File: src/rtl/bcd_display_scan_if.sv
// Converter-side bus of the multiplexed 7-segment scanner: BCD word and strobes in, display pins out.
interface bcd_display_scan_if #(
    parameter int NIBBLES = 10
);
    localparam int IW = (NIBBLES > 1) ? $clog2(NIBBLES) : 1;

    logic [NIBBLES*4-1:0] bcd;
    logic                 load;
    logic                 blank_lz;
    logic [6:0]           seg;
    logic [NIBBLES-1:0]   an;
    logic [IW-1:0]        scan_idx;
    logic                 busy_tick;

    modport master (
        output bcd, load, blank_lz,
        input  seg, an, scan_idx, busy_tick
    );

    modport slave (
        input  bcd, load, blank_lz,
        output seg, an, scan_idx, busy_tick
    );
endinterface

File: src/rtl/bcd_display_scan.sv
// Captures a packed BCD word and time-multiplexes it onto a 7-segment display,
// one digit per SCAN_DIV cycles, with leading-zero blanking and dashes for invalid nibbles.
module bcd_display_scan #(
    parameter int NIBBLES        = 10,
    parameter int SCAN_DIV       = 100000,
    parameter int SEG_ACTIVE_LOW = 1
) (
    input  logic              clk,
    input  logic              rst,
    bcd_display_scan_if.slave bus
);
    localparam int IW = (NIBBLES > 1) ? $clog2(NIBBLES) : 1;
    localparam int PW = (SCAN_DIV > 1) ? $clog2(SCAN_DIV) : 1;
    localparam logic POL = (SEG_ACTIVE_LOW != 0);
    localparam logic [6:0]         SEG_OFF = {7{POL}};
    localparam logic [NIBBLES-1:0] AN_OFF  = {NIBBLES{POL}};

    logic [NIBBLES*4-1:0] r_cap;
    logic [PW-1:0]        r_pre;
    logic [IW-1:0]        r_idx;
    logic                 r_tick;
    logic [6:0]           r_seg;
    logic [NIBBLES-1:0]   r_an;

    logic                 w_tc;
    logic [IW-1:0]        w_idx_nxt;
    logic [NIBBLES-1:0]   w_hi_zero;
    logic [3:0]           w_nib;
    logic                 w_hz;
    logic                 w_blank;
    logic [6:0]           w_dec;
    logic [NIBBLES-1:0]   w_onehot;

    function automatic logic [6:0] f_decode(input logic [3:0] n);
        case (n)
            4'd0:    f_decode = 7'b0111111;
            4'd1:    f_decode = 7'b0000110;
            4'd2:    f_decode = 7'b1011011;
            4'd3:    f_decode = 7'b1001111;
            4'd4:    f_decode = 7'b1100110;
            4'd5:    f_decode = 7'b1101101;
            4'd6:    f_decode = 7'b1111101;
            4'd7:    f_decode = 7'b0000111;
            4'd8:    f_decode = 7'b1111111;
            4'd9:    f_decode = 7'b1101111;
            default: f_decode = 7'b1000000;
        endcase
    endfunction

    assign w_tc      = (r_pre == PW'(SCAN_DIV - 1));
    assign w_idx_nxt = (r_idx == IW'(NIBBLES - 1)) ? '0 : r_idx + 1'b1;

    // w_hi_zero[k]: nibbles k..NIBBLES-1 are all zero (invalid codes are non-zero by construction)
    genvar k;
    generate
        for (k = 0; k < NIBBLES; k++) begin : g_hz
            assign w_hi_zero[k] = (r_cap[NIBBLES*4-1:4*k] == '0);
        end
    endgenerate

    always_comb begin
        w_nib = 4'd0;
        w_hz  = 1'b0;
        for (int i = 0; i < NIBBLES; i++) begin
            if (r_idx == IW'(i)) begin
                w_nib = r_cap[4*i +: 4];
                w_hz  = w_hi_zero[i];
            end
        end
    end

    assign w_blank  = bus.blank_lz && (r_idx != '0) && w_hz;
    assign w_dec    = f_decode(w_nib);
    assign w_onehot = NIBBLES'(1) << r_idx;

    always_ff @(posedge clk) begin
        if (rst) begin
            r_cap  <= '0;
            r_pre  <= '0;
            r_idx  <= '0;
            r_tick <= 1'b0;
            r_seg  <= SEG_OFF;
            r_an   <= AN_OFF;
        end else begin
            if (bus.load)
                r_cap <= bus.bcd;
            r_pre  <= w_tc ? '0 : r_pre + 1'b1;
            r_tick <= w_tc;
            if (w_tc)
                r_idx <= w_idx_nxt;
            // Output stage looks at the pre-edge state, giving one cycle of latency
            r_seg <= w_blank ? SEG_OFF : (w_dec ^ SEG_OFF);
            r_an  <= w_blank ? AN_OFF  : (w_onehot ^ AN_OFF);
        end
    end

    assign bus.seg       = r_seg;
    assign bus.an        = r_an;
    assign bus.scan_idx  = r_idx;
    assign bus.busy_tick = r_tick;
endmodule

File: src/flat_wrapper.sv
// flat-port wrapper written by rule: the top's interface ports become plain ports
module bcd_display_scan_flat 
#(
    parameter int NIBBLES        = 10,
    parameter int SCAN_DIV       = 100000,
    parameter int SEG_ACTIVE_LOW = 1
)
  (clk, rst, bus_bcd, bus_load, bus_blank_lz, bus_seg, bus_an, bus_scan_idx, bus_busy_tick);
  bcd_display_scan_if #(.NIBBLES(NIBBLES)) bus_i ();
  input  logic clk;
  input  logic rst;
  input wire logic [$bits(bus_i.bcd)-1:0] bus_bcd;
  input wire logic [$bits(bus_i.load)-1:0] bus_load;
  input wire logic [$bits(bus_i.blank_lz)-1:0] bus_blank_lz;
  output wire logic [$bits(bus_i.seg)-1:0] bus_seg;
  output wire logic [$bits(bus_i.an)-1:0] bus_an;
  output wire logic [$bits(bus_i.scan_idx)-1:0] bus_scan_idx;
  output wire logic [$bits(bus_i.busy_tick)-1:0] bus_busy_tick;
  assign bus_i.bcd = bus_bcd;
  assign bus_i.load = bus_load;
  assign bus_i.blank_lz = bus_blank_lz;
  assign bus_seg = bus_i.seg;
  assign bus_an = bus_i.an;
  assign bus_scan_idx = bus_i.scan_idx;
  assign bus_busy_tick = bus_i.busy_tick;
  bcd_display_scan #(.NIBBLES(NIBBLES), .SCAN_DIV(SCAN_DIV), .SEG_ACTIVE_LOW(SEG_ACTIVE_LOW)) u_core (.clk(clk), .rst(rst), .bus(bus_i));
endmodule
File: config.mk
export PLATFORM = sky130hd
export DESIGN_NAME = bcd_display_scan_flat
export DESIGN_NICKNAME = d
export VERILOG_FILES = /design/src/rtl/bcd_display_scan_if.sv /design/src/rtl/bcd_display_scan.sv /design/src/flat_wrapper.sv
export SDC_FILE = /design/constraint.sdc
export NUM_CORES = 1
export LEC_CHECK = 0
export ABC_AREA = 0
export BUFFER_PORTS_ARGS = -buffer_cell sky130_fd_sc_hd__buf_4
export CORE_ASPECT_RATIO = 1.4
export CORE_UTILIZATION = 50
export CTS_CLUSTER_DIAMETER = 150
export DETAILED_ROUTE_END_ITERATION = 6
export PLACE_DENSITY_LB_ADDON = 0.12
export SLEW_MARGIN = 25
export SYNTH_ARGS = -nofsm -noshare
export SYNTH_HDL_FRONTEND = slang
export SYNTH_SLANG_ARGS = --single-unit
export TNS_END_PERCENT = 5
File: constraint.sdc
create_clock -name clk -period 1.97 [get_ports clk]
set_clock_uncertainty 0.05 [all_clocks]
set_input_delay 0.0985 -clock clk [delete_from_list [all_inputs] [get_ports clk]]
set_output_delay 0.0985 -clock clk [all_outputs]
set_load 0.03 [all_outputs]
==> run metrics <==
status finished with violations; failing checks setup timing; Area growth syn-to-layout 43.5%; Hold Path End u_core.r_pre[10]; unrepaired setup endpoints after global routing yes; Cell Area, Synth 3700 um^2; nets@finish 587; total grt overflow 0; largest net degree at the start of global routing 48; clock-pin slew on the worst setup and hold paths 0.08 ns; Final setup viols 5; WS Path Type register to register; setup ws final -0.0967 ns; CTS root buffer clkbuf_8; port bufs 65; # Max-Cap Violations 0; Leakage Power 2.25 nW; Routed Antenna Nets 0; crit path from u_core.bus.scan_idx[1]; worst-margin pin slew 0.678 ns; DRC Markers 0; Initial Utilization 0.523; Routed WL per cell 15.7 um; design area 5310 um^2; Critical R2R Capture u_core.bus.seg[4]; HP Start rst; Initial DRC Count 175; Peak VDD IR 0.000625 V; PwrDens 654 nW/um^2; initial antenna violation count 0; relative slew slack 0.548; Final Max Slew Viols 0; path depth of the worst reg2reg path 7; Min-Delay Path Depth 4; CP Launch Type register; yosys warns 0; Num CTS Buffers 9; Synth area leader dfxtp_1; Rows 36; crit path capture type register; FFs w/ async S/R, synth 0; Critical Path AT 2.31 ns; Die X 74.7 um; Hold Violations, Final 0; minimum clock period 2.07 ns; hold crit path type primary input to register; vias in the first global route 3,399; top cell type's share of synthesized area 0.428; io pins 66; Placement Cell Area 4550 um^2; ant diodes 0; Clock Latency Late Sink 0.36 ns; Critical R2R Launch u_core.bus.scan_idx[1]; DP HPWL 6510 um; Fmax 0.484 GHz; GP Congestion 0.887; count leader, synth dfxtp_1; Mapped Cells 393; top_reg_cell synth dfxtp_1; Yosys cell types 60; Via Count 3,413; routed wire length 9950 um; sequential element share of the synthesized area 0.428; GRT Util Overall 0.269; Synth area leaders dfxtp_1 43%, mux2i_1 14%, nor2_1 7.3%; fin crit share 1.05; share of layout cells above drive strength 1 0.315; clk sink count 79; Clock Tree Buf Depth 2; Synth Register Bits 79; CTS tree done; top cells by count, synth 79 x dfxtp_1, 72 x nor2_1, 50 x mux2i_1, 18 x nand2_1, 15 x a21oi_1; TritonRoute pass-1 iters 4; Synth Net Count 445; syn avg cell area 9.41 um^2; die height 104 um; DIE AREA 7750 um^2; EDFF count, synth 0; Data required, critical path 2.21 ns; Vias/cell 5.37; FF-to-FF setup slack -0.1 ns; first-pass GRT wire length 15,800 um; CP max FO 10; Util after Layout 0.750; core outline area 7070 um^2; H-tree levels 3
==> worst max-delay path, stage by stage (launching register included) <==
cell	delay, ns
dfxtp_4	0.40
buf_8	0.15
or3b_4	0.39
a21oi_2	0.18
a21oi_2	0.06
a2bb2o_4	0.29
mux2_4	0.31
a32oi_1	0.16
==> layer usage <==
layer	wire, um	vias to the layer above	GRT usage	part of all wire
met5	0	-	0	0
met4	388	0	0.166	0.039
met3	384	35	0.0399	0.039
met2	5270	113	0.461	0.53
met1	3910	1583	0.300	0.39
li1	-	1682	-	-
==> worst max path at each step <==
stage	to	cells after the start
after floorplan	u_core.bus.seg[4]	9
after global placement	u_core.bus.seg[3]	7
after detailed placement	u_core.bus.seg[3]	7
after CTS	u_core.bus.seg[5]	7
after global routing	u_core.bus.an[5]	8
final	u_core.bus.seg[4]	7
==> timing repair <==
action,4_1_cts,5_1_grt
hold buffers,40,0
setup endpoints to repair,13,23
buffers inserted,2,1
hold endpoints to repair,40,0
pin swaps,7,9
gates resized for setup,9,20
==> cells in the final DEF, fill, tap and decap left out, drive strengths merged, types with 4 or more instances in the layout <==
cell,instances
a32oi,4
or3,6
nor2b,6
nor4,10
a21oi,15
nand3,8
clkbuf,12
mux2i,50
xor2,9
nand2,19
dlygate4sd3,40
buf,114
ha,8
or4,5
nor2,72
o211ai,4
o21ai,13
mux2,5
inv,6
dfxtp,79
xnor2,7
==> registers in the layout (all words and copies together) (netlist names) <==
signal                count
u_core.bus.busy_tick      1
u_core.bus.scan_idx       4
u_core.r_pre             17
u_core.bus.seg            7
u_core.bus.an            10
u_core.r_cap             40
==> layout make-up <==
type                       count  area, um^2
multi-input combinational    285        2070
fill                         508        1770
sequential                    79        1600
timing repair buffer         154        1290
clock buffer                  12         135
tap                           95         119
clock inverter                 4        70.1
inverter                       6        22.5
==> per-stage QoR <==
stage	power, mW	worst slack [ns]	std cells	hold WS [ns]	setup TNS (ns)
finish	3.47	-0.0967	635	0.165	-0.286
global route	3.60	-0.186	635	0.181	-1.19
CTS	3.48	-0.0235	634	0.151	-0.0728
detailed placement	2.14	-0.0973	576	0.290	-0.478
global placement	2.14	-0.0173	576	0.283	-0.0458
floorplan	1.97	-0.0327	393	0.196	-0.150
==> report_power, final <==
group	internal, mW	leakage (nW)	switching, mW
Sequential	1.66	0.653	0.0525
Clock	0.711	0.104	0.565
Combinational	0.268	1.50	0.214
==> logic make-up (layout without fill, tap and decap cells) <==
group / Yosys count / after routing / share of synthesized area
muxes: 55 / 55 / 0.151
AOI/OAI and AO/OA: 55 / 55 / 0.105
xor gates and xnor gates: 16 / 16 / 0.0379
buffers and inverters: 29 / 176 / 0.0460
and+or+nand+nor: 151 / 151 / 0.206
DFF: 79 / 79 / 0.428
adders and majority gates: 8 / 8 / 0.0271
Note: power is estimated with default switching activity, not from simulation.
